--- src/rtl/load_use_scoreboard_if.sv ---
// Decoder-side handshake bundle for the load-use scoreboard.
// Combinational bundle; no latency of its own.
// No backpressure of its own; mem_busy carries the memory hold request.
// Optional stall_cycles member exists only when LOAD_USE_STALL_CNT_EN is defined.
interface load_use_scoreboard_if #(
    parameter int REG_W = 5
);
    logic [REG_W-1:0] IFID_Rs;
    logic [REG_W-1:0] IFID_Rt;
    logic             IFID_uses_Rs;
    logic             IFID_uses_Rt;
    logic             IFID_mem_read;
    logic [REG_W-1:0] IFID_dest;
    logic             flush;
    logic             mem_busy;
    logic             sel_signal;
    logic             IFID_Ld;
    logic             pc_load;
    logic             IDEX_Ld;
    logic             stall;
`ifdef LOAD_USE_STALL_CNT_EN
    logic [15:0]      stall_cycles;
`endif

    // Decoder / pipeline side: drives ID-stage info, receives enables.
    modport master (
        output IFID_Rs, IFID_Rt, IFID_uses_Rs, IFID_uses_Rt,
        output IFID_mem_read, IFID_dest, flush, mem_busy,
`ifdef LOAD_USE_STALL_CNT_EN
        input  stall_cycles,
`endif
        input  sel_signal, IFID_Ld, pc_load, IDEX_Ld, stall
    );

    // Scoreboard side.
    modport slave (
        input  IFID_Rs, IFID_Rt, IFID_uses_Rs, IFID_uses_Rt,
        input  IFID_mem_read, IFID_dest, flush, mem_busy,
`ifdef LOAD_USE_STALL_CNT_EN
        output stall_cycles,
`endif
        output sel_signal, IFID_Ld, pc_load, IDEX_Ld, stall
    );
endinterface

--- src/rtl/load_use_scoreboard.sv ---
// Load-use hazard scoreboard: LOAD_LAT-deep shift of in-flight load destinations.
// Enables/stall are combinational from ID inputs and slot state; slots update each clk.
// mem_busy freezes every pipe enable and holds the scoreboard.
// Optional macro LOAD_USE_STALL_CNT_EN adds a saturating stall_cycles counter.
module load_use_scoreboard #(
    parameter int REG_W           = 5,
    parameter int LOAD_LAT        = 1,
    parameter bit ZERO_REG_IGNORE = 1'b1
) (
    input  logic                  clk,
    input  logic                  rst,
    load_use_scoreboard_if.slave  bus
);

    typedef struct packed {
        logic             valid;
        logic [REG_W-1:0] dest;
    } slot_t;

    // slots[k] holds the load that entered EX k advancing cycles ago.
    slot_t slots [0:LOAD_LAT-1];

    logic hazard;
    logic zero_dest;
    logic load_accept;
    logic sel_q;
    logic ifid_ld_q;
    logic pc_ld_q;
    logic idex_ld_q;
    logic stall_q;

    // Any valid in-flight load whose destination is read by the ID instruction.
    always_comb begin
        hazard = 1'b0;
        for (int k = 0; k < LOAD_LAT; k++) begin
            if (slots[k].valid &&
                ((bus.IFID_uses_Rs && (slots[k].dest == bus.IFID_Rs)) ||
                 (bus.IFID_uses_Rt && (slots[k].dest == bus.IFID_Rt)))) begin
                hazard = 1'b1;
            end
        end
    end

    // A load is tracked only if it actually advances into EX and writes a real register.
    assign zero_dest   = ZERO_REG_IGNORE && (bus.IFID_dest == '0);
    assign load_accept = bus.IFID_mem_read && !bus.flush && !hazard && !zero_dest;

    // Priority: reset, memory hold, flush (beats hazard), hazard, normal flow.
    always_comb begin
        sel_q     = 1'b1;
        ifid_ld_q = 1'b1;
        pc_ld_q   = 1'b1;
        idex_ld_q = 1'b1;
        stall_q   = 1'b0;
        if (!rst) begin
            if (bus.mem_busy) begin
                pc_ld_q   = 1'b0;
                ifid_ld_q = 1'b0;
                idex_ld_q = 1'b0;
            end else if (bus.flush) begin
                sel_q     = 1'b0;
            end else if (hazard) begin
                pc_ld_q   = 1'b0;
                ifid_ld_q = 1'b0;
                sel_q     = 1'b0;
                stall_q   = 1'b1;
            end
        end
    end

    assign bus.sel_signal = sel_q;
    assign bus.IFID_Ld    = ifid_ld_q;
    assign bus.pc_load    = pc_ld_q;
    assign bus.IDEX_Ld    = idex_ld_q;
    assign bus.stall      = stall_q;

    // Age the scoreboard one slot per advancing cycle; hold while memory is busy.
    always_ff @(posedge clk) begin
        if (rst) begin
            for (int k = 0; k < LOAD_LAT; k++) begin
                slots[k] <= '0;
            end
        end else if (!bus.mem_busy) begin
            for (int k = LOAD_LAT - 1; k > 0; k--) begin
                slots[k] <= slots[k-1];
            end
            slots[0] <= {load_accept, bus.IFID_dest};
        end
    end

`ifdef LOAD_USE_STALL_CNT_EN
    logic [15:0] stall_cnt;

    // Count hazard-stall cycles, saturating rather than wrapping.
    always_ff @(posedge clk) begin
        if (rst) begin
            stall_cnt <= '0;
        end else if (stall_q && (stall_cnt != 16'hFFFF)) begin
            stall_cnt <= stall_cnt + 16'd1;
        end
    end

    assign bus.stall_cycles = stall_cnt;
`endif

endmodule
--- src/flat_wrapper.sv ---
// flat-port wrapper written by rule: the top's interface ports become plain ports
module load_use_scoreboard_flat 
#(
    parameter int REG_W           = 5,
    parameter int LOAD_LAT        = 1,
    parameter bit ZERO_REG_IGNORE = 1'b1
)
  (clk, rst, bus_IFID_Rs, bus_IFID_Rt, bus_IFID_uses_Rs, bus_IFID_uses_Rt, bus_IFID_mem_read, bus_IFID_dest, bus_flush, bus_mem_busy, bus_sel_signal, bus_IFID_Ld, bus_pc_load, bus_IDEX_Ld, bus_stall);
  load_use_scoreboard_if #(.REG_W(REG_W)) bus_i ();
  input  logic clk;
  input  logic rst;
  input wire logic [$bits(bus_i.IFID_Rs)-1:0] bus_IFID_Rs;
  input wire logic [$bits(bus_i.IFID_Rt)-1:0] bus_IFID_Rt;
  input wire logic [$bits(bus_i.IFID_uses_Rs)-1:0] bus_IFID_uses_Rs;
  input wire logic [$bits(bus_i.IFID_uses_Rt)-1:0] bus_IFID_uses_Rt;
  input wire logic [$bits(bus_i.IFID_mem_read)-1:0] bus_IFID_mem_read;
  input wire logic [$bits(bus_i.IFID_dest)-1:0] bus_IFID_dest;
  input wire logic [$bits(bus_i.flush)-1:0] bus_flush;
  input wire logic [$bits(bus_i.mem_busy)-1:0] bus_mem_busy;
  output wire logic [$bits(bus_i.sel_signal)-1:0] bus_sel_signal;
  output wire logic [$bits(bus_i.IFID_Ld)-1:0] bus_IFID_Ld;
  output wire logic [$bits(bus_i.pc_load)-1:0] bus_pc_load;
  output wire logic [$bits(bus_i.IDEX_Ld)-1:0] bus_IDEX_Ld;
  output wire logic [$bits(bus_i.stall)-1:0] bus_stall;
  assign bus_i.IFID_Rs = bus_IFID_Rs;
  assign bus_i.IFID_Rt = bus_IFID_Rt;
  assign bus_i.IFID_uses_Rs = bus_IFID_uses_Rs;
  assign bus_i.IFID_uses_Rt = bus_IFID_uses_Rt;
  assign bus_i.IFID_mem_read = bus_IFID_mem_read;
  assign bus_i.IFID_dest = bus_IFID_dest;
  assign bus_i.flush = bus_flush;
  assign bus_i.mem_busy = bus_mem_busy;
  assign bus_sel_signal = bus_i.sel_signal;
  assign bus_IFID_Ld = bus_i.IFID_Ld;
  assign bus_pc_load = bus_i.pc_load;
  assign bus_IDEX_Ld = bus_i.IDEX_Ld;
  assign bus_stall = bus_i.stall;
  load_use_scoreboard #(.REG_W(REG_W), .LOAD_LAT(LOAD_LAT), .ZERO_REG_IGNORE(ZERO_REG_IGNORE)) u_core (.clk(clk), .rst(rst), .bus(bus_i));
endmodule
--- config.mk ---
export PLATFORM = sky130hd
export DESIGN_NAME = load_use_scoreboard_flat
export DESIGN_NICKNAME = d
export VERILOG_FILES = /design/src/rtl/load_use_scoreboard_if.sv /design/src/rtl/load_use_scoreboard.sv /design/src/flat_wrapper.sv
export SDC_FILE = /design/constraint.sdc
export NUM_CORES = 1
export LEC_CHECK = 0
export BUFFER_PORTS_ARGS = -buffer_cell sky130_fd_sc_hd__buf_2
export CORE_AREA = 2 2 39 41
export CTS_CLUSTER_DIAMETER = 30
export DETAILED_ROUTE_END_ITERATION = 8
export DIE_AREA = 0 0 41 43
export SYNTH_ARGS = -nofsm -noshare
export SYNTH_HDL_FRONTEND = slang
export SYNTH_SLANG_ARGS = --single-unit
export TNS_END_PERCENT = 20
--- constraint.sdc ---
create_clock -name clk -period 2.7 [get_ports clk]
set_input_delay 0.54 -clock clk [delete_from_list [all_inputs] [get_ports clk]]
set_output_delay 0.54 -clock clk [all_outputs]
set_load 0.02 [all_outputs]
==> impl_metrics.py <==
metrics = {
    "status": {
        "run_status": "complete, no violations",
    },
    "sta": {
        "number_of_setup_violations_in_the_final_report": 0,
        "finClkSkew_ns": 0.000740,
        "worstMarginPinSlew_ns": 0.335,
        "hold_viol_final": 0,
        "period_minus_slack_ns": 2.08,
        "timing.slew.headroom_pct": 77.6,
        "setup_total_negative_slack_ns": 0,
        "maxClockFrequency_mhz": 481,
        "whs_ns": 0.597,
        "finalWorstSetupSlack_ns": 0.621,
        "slew_viol_final": 0,
        "layout_worst_path_cycle_share_pct": 77.0,
        "grt_setup_unrepaired": "no",
    },
    "critical_path": {
        "reg2reg_to": "u_core.slots[0][5]$_SDFFCE_PN0P_",
        "endpoint": "bus_stall",
        "timing_worst_setup_path_type": "reg -> out",
        "reg2regPathDepth": 4,
        "ff2ff_setup_slack_ns": 1.42,
        "critPathLaunch": "u_core.slots[0][2]$_SDFFCE_PN0P_",
        "critical_path.endpoint_type": "output pin",
        "crit_fanout": 4,
        "critical_path.startpoint_type": "flop",
        "worst-endpoint-arrival_ns": 1.54,
        "critical_path_required_ns": 2.16,
        "reg2reg_from": "u_core.slots[0][2]$_SDFFCE_PN0P_",
    },
    "cts": {
        "tritoncts.num_buffers": 3,
        "clkSlewWorstSetupHoldPaths_ns": 0.04,
        "insertion_delay_ns": 0.23,
        "cts_buffer_depth": 2,
        "cts_post_setup_buffers_inserted": 0,
        "ctsHoldBuffers": 0,
        "cts_tree": "done",
        "number_of_clock_sinks": 6,
        "post_cts.resized_instances": 0,
        "cts-root-buf": "sky130_fd_sc_hd__clkbuf_4",
        "clock_tree.htree_level_count": 1,
    },
    "detailed_routing": {
        "drc": 0,
        "detail_route.wirelength_um": 735,
        "dr.first_iter.drc_count": 4,
        "drt-vias-per-instance": 4.21,
        "drt-pass1-iter-count": 4,
        "avgRoutedWirePerCell_um": 9.19,
        "routed-via-count": 337,
        "antenna_violating_nets_post_route": 0,
    },
    "die": {
        "overall_die_width_um": 41,
        "placementRows": 14,
        "dieHeight_um": 43,
        "initial_utilization_pct": 29.3,
        "die_area_um2": 1760,
        "coreArea_um2": 1380,
        "io_pins": 27,
    },
    "final_layout": {
        "antenna_cells": 0,
        "max_reg_flops": 6,
        "max_flop_register": "u_core.slots",
        "post_route_cells_drive_above_1_share_pct": 50.0,
        "final_net_count": 88,
        "top_regs": "u_core.slots (6)",
        "area_delta_synth_final_pct": 40.7,
    },
    "yosys": {
        "ys.warnings.count": 0,
        "synth.yosys.seq_area_share_pct": 44.4,
        "synth.cell_area_um2": 405,
        "synth_nets": 58,
        "synth_seq_cells": 6,
        "post_synth_inst_count": 36,
        "synth_area_per_cell_um2": 11.3,
        "yosys.cell_types.count": 15,
    },
    "placement": {
        "placement.io_buffers": 26,
        "gp_congestion": 0.670,
        "pre_cts_slack_ns": 0.666,
    },
    "global_route": {
        "number_of_antenna_violations_at_the_first_check_in_global_routing": 0,
        "global_route.usage.total_pct": 8.53,
        "gr-total-overflow": 0,
        "grt_max_degree": 9,
        "grt_first_pass_wirelength_um": 938,
        "number_of_global_route_vias_before_repair": 271,
    },
    "power_and_ir_drop": {
        "static-leakage-power_nw": 0.239,
        "peak_supply_drop_mv": 0.150,
        "power.density_cell_area_nw_per_um2": 434,
    },
    "job": {
        "max-cap-violations": 0,
    },
    "min_path": {
        "timing.hold.worst.class": "in -> reg",
    },
}
## Yosys cell counts
library cell               instances  area (um^2)
sky130_fd_sc_hd__a21boi_0          1         7.51
sky130_fd_sc_hd__and2_1            5         31.3
sky130_fd_sc_hd__nand3_1           2         10.0
sky130_fd_sc_hd__o21ai_0           1         5.00
sky130_fd_sc_hd__xnor2_1          10         87.6
sky130_fd_sc_hd__nor3_1            1         5.00
sky130_fd_sc_hd__o211ai_2          1         12.5
sky130_fd_sc_hd__and3b_1           1         8.76
sky130_fd_sc_hd__buf_4             1         7.51
sky130_fd_sc_hd__o22ai_2           1         12.5
sky130_fd_sc_hd__edfxtp_1          6          180
sky130_fd_sc_hd__nor2_1            2         7.51
sky130_fd_sc_hd__nand4_1           2         12.5
sky130_fd_sc_hd__or4_4             1         11.3
sky130_fd_sc_hd__nand2b_1          1         6.26
## worst max-delay path: stages, from the launching register on
cell	delay [ns]
sky130_fd_sc_hd__edfxtp_1	0.41
sky130_fd_sc_hd__xnor2_1	0.18
sky130_fd_sc_hd__nand4_1	0.14
sky130_fd_sc_hd__o22ai_2	0.23
sky130_fd_sc_hd__and3b_1	0.19
sky130_fd_sc_hd__buf_2	0.16
## layout make-up
class	instances	area, um^2
flip-flops and latches	6	180
repair buffers	26	130
clock buffers	3	22.5
multi-input cells	29	218
well taps	16	20.0
fillers	137	813
## cell families after synthesis
family | Yosys count | synth area share [%]
AO/OA/AOI/OAI | 4 | 9.26
XOR/XNOR | 10 | 21.6
buffers and inverters | 1 | 1.85
flip-flops | 6 | 44.4
AND/OR/NAND/NOR | 15 | 22.8
## report_power, final
group / switching (mW) / internal, mW
Clock: 0.0278 / 0.0500
Sequential: 0.00541 / 0.111
Combinational: 0.0233 / 0.0301
## cell usage in the layout, fill, tap and decap left out
| master | instances |
|---|---|
| sky130_fd_sc_hd__buf_2 | 26 |
| sky130_fd_sc_hd__xnor2_1 | 10 |
| sky130_fd_sc_hd__edfxtp_1 | 6 |
| sky130_fd_sc_hd__and2_1 | 5 |
| sky130_fd_sc_hd__clkbuf_4 | 3 |
| sky130_fd_sc_hd__nor2_1 | 2 |
| sky130_fd_sc_hd__nand4_1 | 2 |
| sky130_fd_sc_hd__nand3_1 | 2 |
| sky130_fd_sc_hd__nand2b_1 | 1 |
| sky130_fd_sc_hd__o22ai_2 | 1 |
| sky130_fd_sc_hd__and3b_1 | 1 |
| sky130_fd_sc_hd__a21boi_0 | 1 |
| sky130_fd_sc_hd__o21ai_0 | 1 |
| sky130_fd_sc_hd__or4_4 | 1 |
| sky130_fd_sc_hd__o211ai_2 | 1 |
| sky130_fd_sc_hd__nor3_1 | 1 |
## metrics by stage
stage	power, mW	instance area [um^2]	utilization [%]	std cells
floorplan	0.149	405	-	36
global placement	0.172	548	39.6	77
detailed placement	0.172	548	39.6	77
CTS	0.252	571	41.2	80
global route	0.261	571	41.2	80
finish	0.248	571	41.2	80
## layer usage
layer | wire, um | global-route usage [%] | vias to the layer above | share of wire (%)
li1 | - | - | 185 | -
met1 | 312 | 8.67 | 130 | 42
met2 | 333 | 11.6 | 22 | 45
met3 | 88 | 3.14 | 0 | 12
met4 | 0 | 10.0 | 0 | 0
met5 | 0 | 0 | - | 0
## worst min-delay path by stage
stage                                      from                               end  slack, ns  depth (start not counted)
5_1_grt                        bus_IFID_dest[3]  u_core.slots[0][3]$_SDFFCE_PN0P_       0.60                          2
3_5_place_dp                   bus_IFID_dest[3]  u_core.slots[0][3]$_SDFFCE_PN0P_       0.84                          2
6_report                       bus_IFID_dest[3]  u_core.slots[0][3]$_SDFFCE_PN0P_       0.60                          2
3_3_place_gp   u_core.slots[0][5]$_SDFFCE_PN0P_  u_core.slots[0][5]$_SDFFCE_PN0P_       0.84                          3
2_1_floorplan                         bus_flush  u_core.slots[0][5]$_SDFFCE_PN0P_       0.74                          1
4_1_cts                        bus_IFID_dest[3]  u_core.slots[0][3]$_SDFFCE_PN0P_       0.59                          2
Power figures use the tool's default switching activity.
